`src/rtl/booth_pkg.sv`:
```
// Shared types and sizes for the sequential radix-4 Booth multiplier.
package booth_pkg;

   // Controller states
   typedef enum logic [1:0] {
      IDLE,
      CALC,
      DONE
   } state_t;

   localparam int NDIG = 4;   // radix-4 digits in an 8-bit multiplier
   localparam int OPW  = 8;   // operand width
   localparam int PPW  = 11;  // partial product width (2a plus sign margin)
   localparam int PW   = 16;  // full product width

   // Operation selected by one Booth digit
   typedef enum logic [2:0] {
      ZERO,
      POS1,
      POS2,
      NEG1,
      NEG2
   } booth_op_t;

   // Maps an overlapping 3-bit multiplier window onto its Booth operation
   function automatic booth_op_t booth_decode(input logic [2:0] d);
      booth_op_t op;
      case (d)
         3'b001, 3'b010: op = POS1;
         3'b011:         op = POS2;
         3'b100:         op = NEG2;
         3'b101, 3'b110: op = NEG1;
         default:        op = ZERO;  // 000 and 111
      endcase
      return op;
   endfunction

endpackage

```
`src/rtl/booth_digit_pp.sv`:
```
// Combinational partial-product generator for one radix-4 Booth digit.
module booth_digit_pp
   import booth_pkg::*;
(
   input  logic [OPW-1:0]        a,
   input  logic [2:0]            digit,
   output logic signed [PPW-1:0] pp
);

   logic signed [PPW-1:0] a_ext;

   assign a_ext = $signed({{(PPW - OPW){a[OPW-1]}}, a});

   // Select 0, +-a or +-2a; 11 bits keep -(-2*128) = +256 exact
   always_comb begin
      // NOTE: every always_comb output gets a default first so no path can infer a latch.
      pp = '0;
      case (booth_decode(digit))
         POS1:    pp = a_ext;
         POS2:    pp = a_ext <<< 1;
         NEG1:    pp = -a_ext;
         NEG2:    pp = -(a_ext <<< 1);
         default: pp = '0;
      endcase
   end

endmodule

```
`config.mk`:
```
export PLATFORM = sky130hd
export DESIGN_NAME = booth_digit_pp
export DESIGN_NICKNAME = d
export VERILOG_FILES = /design/src/rtl/booth_pkg.sv /design/src/rtl/booth_digit_pp.sv
export SDC_FILE = /design/constraint.sdc
export NUM_CORES = 1
export LEC_CHECK = 0
export ABC_AREA = 1
export CAP_MARGIN = 20
export CORE_AREA = 5 5 42 44
export DETAILED_ROUTE_END_ITERATION = 10
export DIE_AREA = 0 0 47 49
export MAX_ROUTING_LAYER = met4
export PLACE_DENSITY = 0.78
export SYNTH_ARGS = -nofsm -noshare
export SYNTH_HDL_FRONTEND = slang
export SYNTH_SLANG_ARGS = --single-unit
```
`constraint.sdc`:
```
create_clock -name vclk -period 2.7
set_clock_uncertainty 0.2 [all_clocks]
set_input_delay 0.54 -clock vclk [all_inputs]
set_output_delay 0.54 -clock vclk [all_outputs]
set_load 0.02 [all_outputs]
```
-- Word level (Yosys, flattened, before mapping)
Index checks and enable logic that the tools add are counted.
- output and inout port bits: 11
- input port bits: 11
- memories kept: 0
- bits in writable memories: 0
- memory bits (read-only): 0
- logic and storage cells: 16
- register bits after elaboration: 0
- latch bits: 0
- div/mod/pow operators: 0
- eq/ne operators: 10
- $lt $le $gt $ge: 0
- multiply operators: 0
- add/sub/neg operators: 2
- mux-type cells: 2
- reduce and logical (&&, ||, !) cells: 2
- shift-type cells: 0
- bitwise operators: 0
- operator list (operator ; count):
    case mux 11 bit (4 select lines) ; 1
    equality test 3 x 2 -> 1 bit, second input constant ; 4
    equality test 3 bit, second input constant ; 4
    case mux 3 bit (4 select lines) ; 1
    negator 8 -> 11 bit ; 1
    negator 9 -> 11 bit ; 1
    equality test 3 x 1 -> 1 bit, second input constant ; 2
    OR reduction 2 bit ; 2

-- Logic depth before layout (Yosys ltp)
Gate-level depths: netlist of the first run.
- depth in word-level cells: 5
- depth in mapped cells: 9
- mapped depth without buffers: 9

-- Worst setup path before layout of the first run
Ideal clock, no wire load.
- kind: input-to-output
- start point: in a[0]
- end point: out pp[4]
- path slack: 635 ps
- arrival: 1325 ps
- path buffers: 0
- stages on the path: 6
- required time: 1960 ps
- cell sequence: inv_1 -> ha_1 -> nand2_1 -> o21ai_0 -> nand3_1 -> nand3_1
- word-level cells in the longest chain between the ends: 2
- elaborated cells on any way between the ends: 3
- those cells by class: 2 x add/sub; 1 x mux
- ends and longest elaborated chain (item ; RTL line ; text):
    start, declared ; booth_digit_pp.sv:5 ; input logic [OPW-1:0] a,
    negator 9 -> 11 bit or negator 8 -> 11 bit (tied branches) ; booth_digit_pp.sv:22, booth_digit_pp.sv:21 ;
    case mux 11 bit (4 select lines) * ; booth_digit_pp.sv:18 ; case (booth_decode(digit))
    end, declared ; booth_digit_pp.sv:7 ; output logic signed [PPW-1:0] pp
Every way passes the cells marked *; elsewhere a longest branch is shown, timed or not.

-- Final worst setup path of the first run
- start point: in a[1]
- end point: out pp[6]
Same word-level chain as after synthesis.

==> impl_metrics.prom, run 1 <==
# TYPE chip_impl_metric gauge
chip_impl_info{name="critPathLaunchType",value="input port"} 1
chip_impl_metric{name="tns",unit="ps"} 0
chip_impl_metric{name="drc_violations",unit=""} 0
chip_impl_metric{name="finalCritPeriodShare",unit="%"} 97.0
chip_impl_metric{name="fin_hold_ws",unit="ps"} 1430
chip_impl_metric{name="whs_path_depth",unit=""} 4
chip_impl_metric{name="worst-endpoint-required",unit="ps"} 1960
chip_impl_metric{name="maxSlewHeadroom",unit="%"} 85.3
chip_impl_metric{name="first_pass_iters",unit=""} 4
chip_impl_metric{name="synth_compound_area_share",unit="%"} 4.87
chip_impl_info{name="worst_hold_startpoint",value="a[2]"} 1
chip_impl_info{name="end_kind",value="output pin"} 1
chip_impl_metric{name="setup_viol",unit=""} 0
chip_impl_metric{name="design.seq.count",unit=""} 0
chip_impl_metric{name="place.gp.congestion",unit=""} 0.872
chip_impl_metric{name="design.core.area",unit="µm²"} 1400
chip_impl_metric{name="stdcell_count",unit=""} 158
chip_impl_metric{name="grt_antenna_before_repair",unit=""} 0
chip_impl_metric{name="number_of_violations_of_the_max_capacitance_limit",unit=""} 0
chip_impl_metric{name="remaining_global_route_overflow",unit=""} 0
chip_impl_info{name="hold_path_class",value="input port to output pin"} 1
chip_impl_metric{name="number_of_filler_instances_in_the_final_layout",unit=""} 138
chip_impl_metric{name="post_route_cells_drive_above_1_share",unit="%"} 30.3
chip_impl_metric{name="die_area",unit="µm²"} 2300
chip_impl_metric{name="period_minus_slack",unit="ps"} 2620
chip_impl_metric{name="placement.io_buffers",unit=""} 22
chip_impl_metric{name="rows",unit=""} 14
chip_impl_info{name="critical_path.most_common_cell",value="nand3_1"} 1
chip_impl_metric{name="final-max-slew-violation-count",unit=""} 0
chip_impl_metric{name="final-seq-area",unit="µm²"} 0
chip_impl_metric{name="seq_area_frac_synth",unit="%"} 0
chip_impl_metric{name="ys.warnings.count",unit=""} 0
chip_impl_metric{name="syn-mean-instance-area",unit="µm²"} 4.76
chip_impl_metric{name="arrival_time_of_the_worst_setup_path",unit="ps"} 1880
chip_impl_metric{name="max_freq",unit="GHz"} 0.382
chip_impl_metric{name="yosys.area_share.adder",unit="%"} 2.43
chip_impl_metric{name="hold_viol",unit=""} 0
chip_impl_metric{name="number_of_vias_in_the_routed_layout",unit=""} 801
chip_impl_metric{name="post_drt_antenna_nets",unit=""} 0
chip_impl_metric{name="irDropWorstVdd",unit="V"} 0.000100
chip_impl_metric{name="synthCells",unit=""} 108
chip_impl_metric{name="clkbuf_count",unit=""} 0
chip_impl_metric{name="post-layout-total-power",unit="mW"} 0.159
chip_impl_info{name="cpLargestDelayFamily",value="buffers and inverters"} 1
chip_impl_info{name="critical_path_class",value="input port to output pin"} 1
chip_impl_metric{name="tightest_slew",unit="ps"} 220
chip_impl_info{name="synth_top_family_by_area",value="simple AND/OR/NAND/NOR gates"} 1
chip_impl_metric{name="fp.dieW",unit="µm"} 47
chip_impl_metric{name="ys_types",unit=""} 14
chip_impl_metric{name="grt_pass1_vias",unit=""} 707
chip_impl_metric{name="vias_per_cell",unit=""} 5.07
chip_impl_metric{name="synthesis.nets",unit=""} 120
chip_impl_metric{name="layout.core_utilization",unit="%"} 61.1
chip_impl_metric{name="avgRoutedWirePerCell",unit="µm"} 11.2
chip_impl_metric{name="start_util",unit="%"} 36.7
chip_impl_metric{name="synth.mux.area_fraction",unit="%"} 0
chip_impl_metric{name="cp.buffers_inverters",unit=""} 4
chip_impl_metric{name="largest_driver_fanout_on_the_critical_path",unit=""} 2
chip_impl_metric{name="cellPowerDensity",unit="nW/µm²"} 186
chip_impl_metric{name="synth_simple_gate_area_share",unit="%"} 78.8
chip_impl_metric{name="first_pass_grt_wire_length",unit="µm"} 2860
chip_impl_info{name="whs_endpoint",value="pp[2]"} 1
chip_impl_metric{name="initialDrtViolationCount",unit=""} 23
chip_impl_metric{name="design.final.nets",unit=""} 156
chip_impl_metric{name="antenna-diode-count",unit=""} 0
chip_impl_metric{name="synth_area",unit="µm²"} 514
chip_impl_info{name="worstPathCellList",value="clkdlybuf4s50_1 > inv_1 > ha_2 > inv_1 > nor2_2 > nand3_1 > nand2_1 > nand3_1 > nand3_1 > buf_2"} 1
chip_impl_metric{name="design.portCount",unit=""} 22
chip_impl_metric{name="power_leakage",unit="nW"} 0.468
chip_impl_metric{name="drt_wl_total",unit="µm"} 1770
chip_impl_metric{name="die_h",unit="µm"} 49
chip_impl_metric{name="critPathMaxStageDelay",unit="ps"} 420
chip_impl_metric{name="place_hpwl",unit="µm"} 1400
chip_impl_info{name="run_status",value="completed"} 1
chip_impl_metric{name="synthXorXnorAreaFrac",unit="%"} 0
chip_impl_metric{name="placed_cells_incl_taps",unit=""} 158
chip_impl_metric{name="syn_to_final_growth",unit="%"} 66.4
chip_impl_metric{name="gr-usage-all-layers",unit="%"} 16.1
chip_impl_info{name="crit_path_top_delay_cell",value="clkdlybuf4s50_1"} 1
chip_impl_metric{name="grt_start_max_net_pins",unit=""} 11
==> stage by stage <==
stage                     setup slack (ps)  cell area [µm²]
after global placement                -380              857
after floorplan                        635              514
final                                 81.0              856
after global routing                 -17.0              856
after detailed placement              -415              857
after CTS                             21.3              821
==> cell type report <==
class	count	area [µm²]	share of cell area, %
inverter	19	71.3	8.33
timing repair buffer	34	294	34.4
tap	16	20.0	2.34
multi-input combinational	89	470	55.0
==> layer usage <==
layer / GRT usage [%] / vias up / wire length [µm]
met5: - / - / 0
met4: 0.461 / 0 / 0
met3: 0.369 / 0 / 116
met2: 29.4 / 27 / 929
met1: 20.0 / 354 / 724
li1: - / 420 / -
==> what timing repair did <==
item	in CTS	in global routing
gates resized for setup	43	21
setup endpoints to repair	11	10
setup buffers	0	0
hold buffers	0	0
pin swaps	0	3
==> cells in the final DEF (no fill, tap or decap) <==
cell type        Yosys  layout
inv_1               16      14
nor2_4               1       3
dlymetal6s2s_1       0       2
nand4_1              3       3
o21ai_1              0       4
buf_4                0      13
nor2_2               2       3
buf_12               0       1
clkdlybuf4s50_1      0       9
nand2_4              1       1
nand2_2              3       6
buf_6                0       2
buf_2                0       6
nand3_1             29      29
nand2_1             33      30
nor2_1               9       6
nand3_2              1       1
o21ai_0              5       1
inv_2                3       5
nor2_8               1       1
ha_2                 0       1
dlygate4sd2_1        0       1
==> how the worst max path moves through the flow <==
stage	startpoint	endpoint	cells after the start
floorplan	a[0]	pp[4]	6
global placement	a[1]	pp[4]	8
detailed placement	a[0]	pp[10]	11
CTS	a[0]	pp[10]	11
global route	a[1]	pp[8]	11
finish	a[1]	pp[6]	10
==> kinds of logic after synthesis <==
logic type / after synthesis
AOI/OAI and AO/OA: 5
adders and majority gates: 1
buffers and inverters: 19
and+or+nand+nor: 83
==> where the power goes <==
group	switching [mW]	total (mW)	internal (mW)
registers	0	0	0
clock network	0	0	0
logic	0.0913	0.159	0.0681
==> synth_stat cells, types with 2 or more instances <==
master   count  area [µm²]
nand2_2      3        18.8
inv_2        3        11.3
nand2_1     33         124
nor2_2       2        12.5
o21ai_0      5        25.0
nand3_1     29         145
nand4_1      3        18.8
inv_1       16        60.1
nor2_1       9        33.8
Power figures use the tool's default switching activity.
==> inputs of run 2 (changes only) <==
REMOVE_ABC_BUFFERS = 1   (was default)
==> results of run 2 <==
Final layout, timing and power as in run 1 (identical DEF).
==> inputs of run 3 (changes only) <==
CORE_AREA = 2 2 39 41   (was 5 5 42 44)
DIE_AREA = 0 0 41 43   (was 0 0 47 49)
SLEW_MARGIN = 10   (was default)
==> impl_metrics.prom, run 3 (synthesis gave the netlist of run 1 again) <==
# TYPE chip_impl_metric gauge
chip_impl_metric{name="design.core.area",unit="µm²"} 1380
chip_impl_info{name="setup_repair_after_global_routing_missed_its_margin",value="false"} 1
chip_impl_metric{name="post_route_cells_drive_above_1_share",unit="%"} 31.7
chip_impl_metric{name="worst-endpoint-required",unit="ps"} 1960
chip_impl_info{name="mostFrequentLayoutCells",value="32 x nand2_1, 28 x nand3_1, 15 x buf_4"} 1
chip_impl_metric{name="post-layout-total-power",unit="mW"} 0.157
chip_impl_metric{name="gr-usage-all-layers",unit="%"} 20.8
chip_impl_metric{name="design.portCount",unit=""} 22
chip_impl_metric{name="detail_route.wirelength.met1",unit="µm"} 687
chip_impl_metric{name="wl_met3",unit="µm"} 91
chip_impl_metric{name="timing.final.ws_setup",unit="ps"} 113
chip_impl_metric{name="rows",unit=""} 14
chip_impl_metric{name="wl_met2",unit="µm"} 868
chip_impl_metric{name="finalCritPeriodShare",unit="%"} 95.8
chip_impl_info{name="critPathLaunchType",value="input port"} 1
chip_impl_metric{name="power_leakage",unit="nW"} 0.491
chip_impl_metric{name="largest_driver_fanout_on_the_critical_path",unit=""} 4
chip_impl_metric{name="clkbuf_count",unit=""} 0
chip_impl_info{name="run_status",value="completed"} 1
chip_impl_metric{name="number_of_vias_in_the_routed_layout",unit=""} 809
chip_impl_metric{name="tightest_slew",unit="ps"} 225
chip_impl_metric{name="cellPowerDensity",unit="nW/µm²"} 181
chip_impl_metric{name="number_of_filler_instances_in_the_final_layout",unit=""} 134
chip_impl_metric{name="cts_hold_buf",unit=""} 0
chip_impl_metric{name="design.final.nets",unit=""} 159
chip_impl_metric{name="grt_start_max_net_pins",unit=""} 11
chip_impl_metric{name="drc_violations",unit=""} 0
chip_impl_metric{name="tns",unit="ps"} 0
chip_impl_info{name="end_kind",value="output pin"} 1
chip_impl_metric{name="post_drt_antenna_nets",unit=""} 0
chip_impl_metric{name="syn_to_final_growth",unit="%"} 68.6
chip_impl_info{name="mostFrequentLayoutCell",value="nand2_1"} 1
chip_impl_metric{name="grt_pass1_vias",unit=""} 705
chip_impl_metric{name="initialDrtViolationCount",unit=""} 20
chip_impl_metric{name="drt_wl_total",unit="µm"} 1650
chip_impl_info{name="critical_path_class",value="input port to output pin"} 1
chip_impl_metric{name="setup_viol",unit=""} 0
chip_impl_metric{name="irDropWorstVdd",unit="V"} 0.0000816
chip_impl_metric{name="arrival_time_of_the_worst_setup_path",unit="ps"} 1850
chip_impl_metric{name="hold_viol",unit=""} 0
chip_impl_metric{name="start_util",unit="%"} 37.2
chip_impl_metric{name="die_h",unit="µm"} 43
chip_impl_metric{name="antenna-diode-count",unit=""} 0
chip_impl_metric{name="first_pass_iters",unit=""} 4
chip_impl_metric{name="final-max-slew-violation-count",unit=""} 0
chip_impl_metric{name="first_pass_grt_wire_length",unit="µm"} 2690
chip_impl_metric{name="grt_antenna_before_repair",unit=""} 0
chip_impl_metric{name="multi_input_area",unit="µm²"} 465
chip_impl_info{name="top_layer",value="met3"} 1
chip_impl_metric{name="placement.io_buffers",unit=""} 22
chip_impl_metric{name="post-place-ws",unit="ps"} -427
chip_impl_metric{name="final-seq-area",unit="µm²"} 0
chip_impl_metric{name="placed_cells_incl_taps",unit=""} 161
chip_impl_metric{name="fp.dieW",unit="µm"} 41
chip_impl_metric{name="place.gp.congestion",unit=""} 0.819
chip_impl_metric{name="avgRoutedWirePerCell",unit="µm"} 10.2
chip_impl_info{name="hold_path_class",value="input port to output pin"} 1
chip_impl_metric{name="stdcell_count",unit=""} 161
chip_impl_metric{name="number_of_violations_of_the_max_capacitance_limit",unit=""} 0
chip_impl_metric{name="period_minus_slack",unit="ps"} 2590
chip_impl_metric{name="vias_per_cell",unit=""} 5.02
chip_impl_metric{name="place_hpwl",unit="µm"} 1340
chip_impl_metric{name="design.seq.count",unit=""} 0
chip_impl_metric{name="maxSlewHeadroom",unit="%"} 85.0
chip_impl_metric{name="max_freq",unit="GHz"} 0.387
chip_impl_metric{name="die_area",unit="µm²"} 1760
chip_impl_metric{name="remaining_global_route_overflow",unit=""} 0
## run 3: worst paths after layout
check                 from  endpoint  slack (ps)  cells after the start
setup / recovery  digit[0]     pp[4]         110                     10
hold / removal        a[2]     pp[2]        1390                      4
## run 3: per-layer routing
| metal | vias up | global-route usage (%) |
|---|---|---|
| met2 | 24 | 38.1 |
| met1 | 361 | 25.6 |
| met5 | - | - |
| met3 | 0 | 0 |
| met4 | 0 | 0 |
| li1 | 424 | - |
## run 3: power breakdown
| part | leakage [nW] | switching [mW] | internal (mW) |
|---|---|---|---|
| combinational | 0.491 | 0.0892 | 0.0674 |
| clock | 0 | 0 | 0 |
| sequential | 0 | 0 | 0 |
## run 3: area by class of cell
class	count	share of cell area, %
repair buffers	37	35.8
inverters	19	8.23
well taps	16	2.31
multi-input cells	89	53.7
## run 3: critical path: stages
cell and delay, ps:
clkdlybuf4s50_1 530, inv_2 70, nand2_4 80, nand2_2 70, nor2_2 170, nand2_1 70, nand2_1 60, inv_1 40
nand3_1 50, buf_2 160
## run 3: metrics by stage
stage	utilization [%]	hold WS, ps	instance area [µm²]
floorplan	-	1050	514
global route	62.7	1430	867
detailed placement	63.6	2060	880
finish	62.7	1390	867
CTS	62.2	1760	861
global placement	63.6	2050	880
## run 3: timing repair
action                                  4_1_cts  5_1_grt
endpoints found under the setup margin       11       10
hold endpoints to repair                      0        0
resized for setup                            41       17
pin swaps                                     0        3
gates cloned                                  0        0
buffers inserted                              0        0
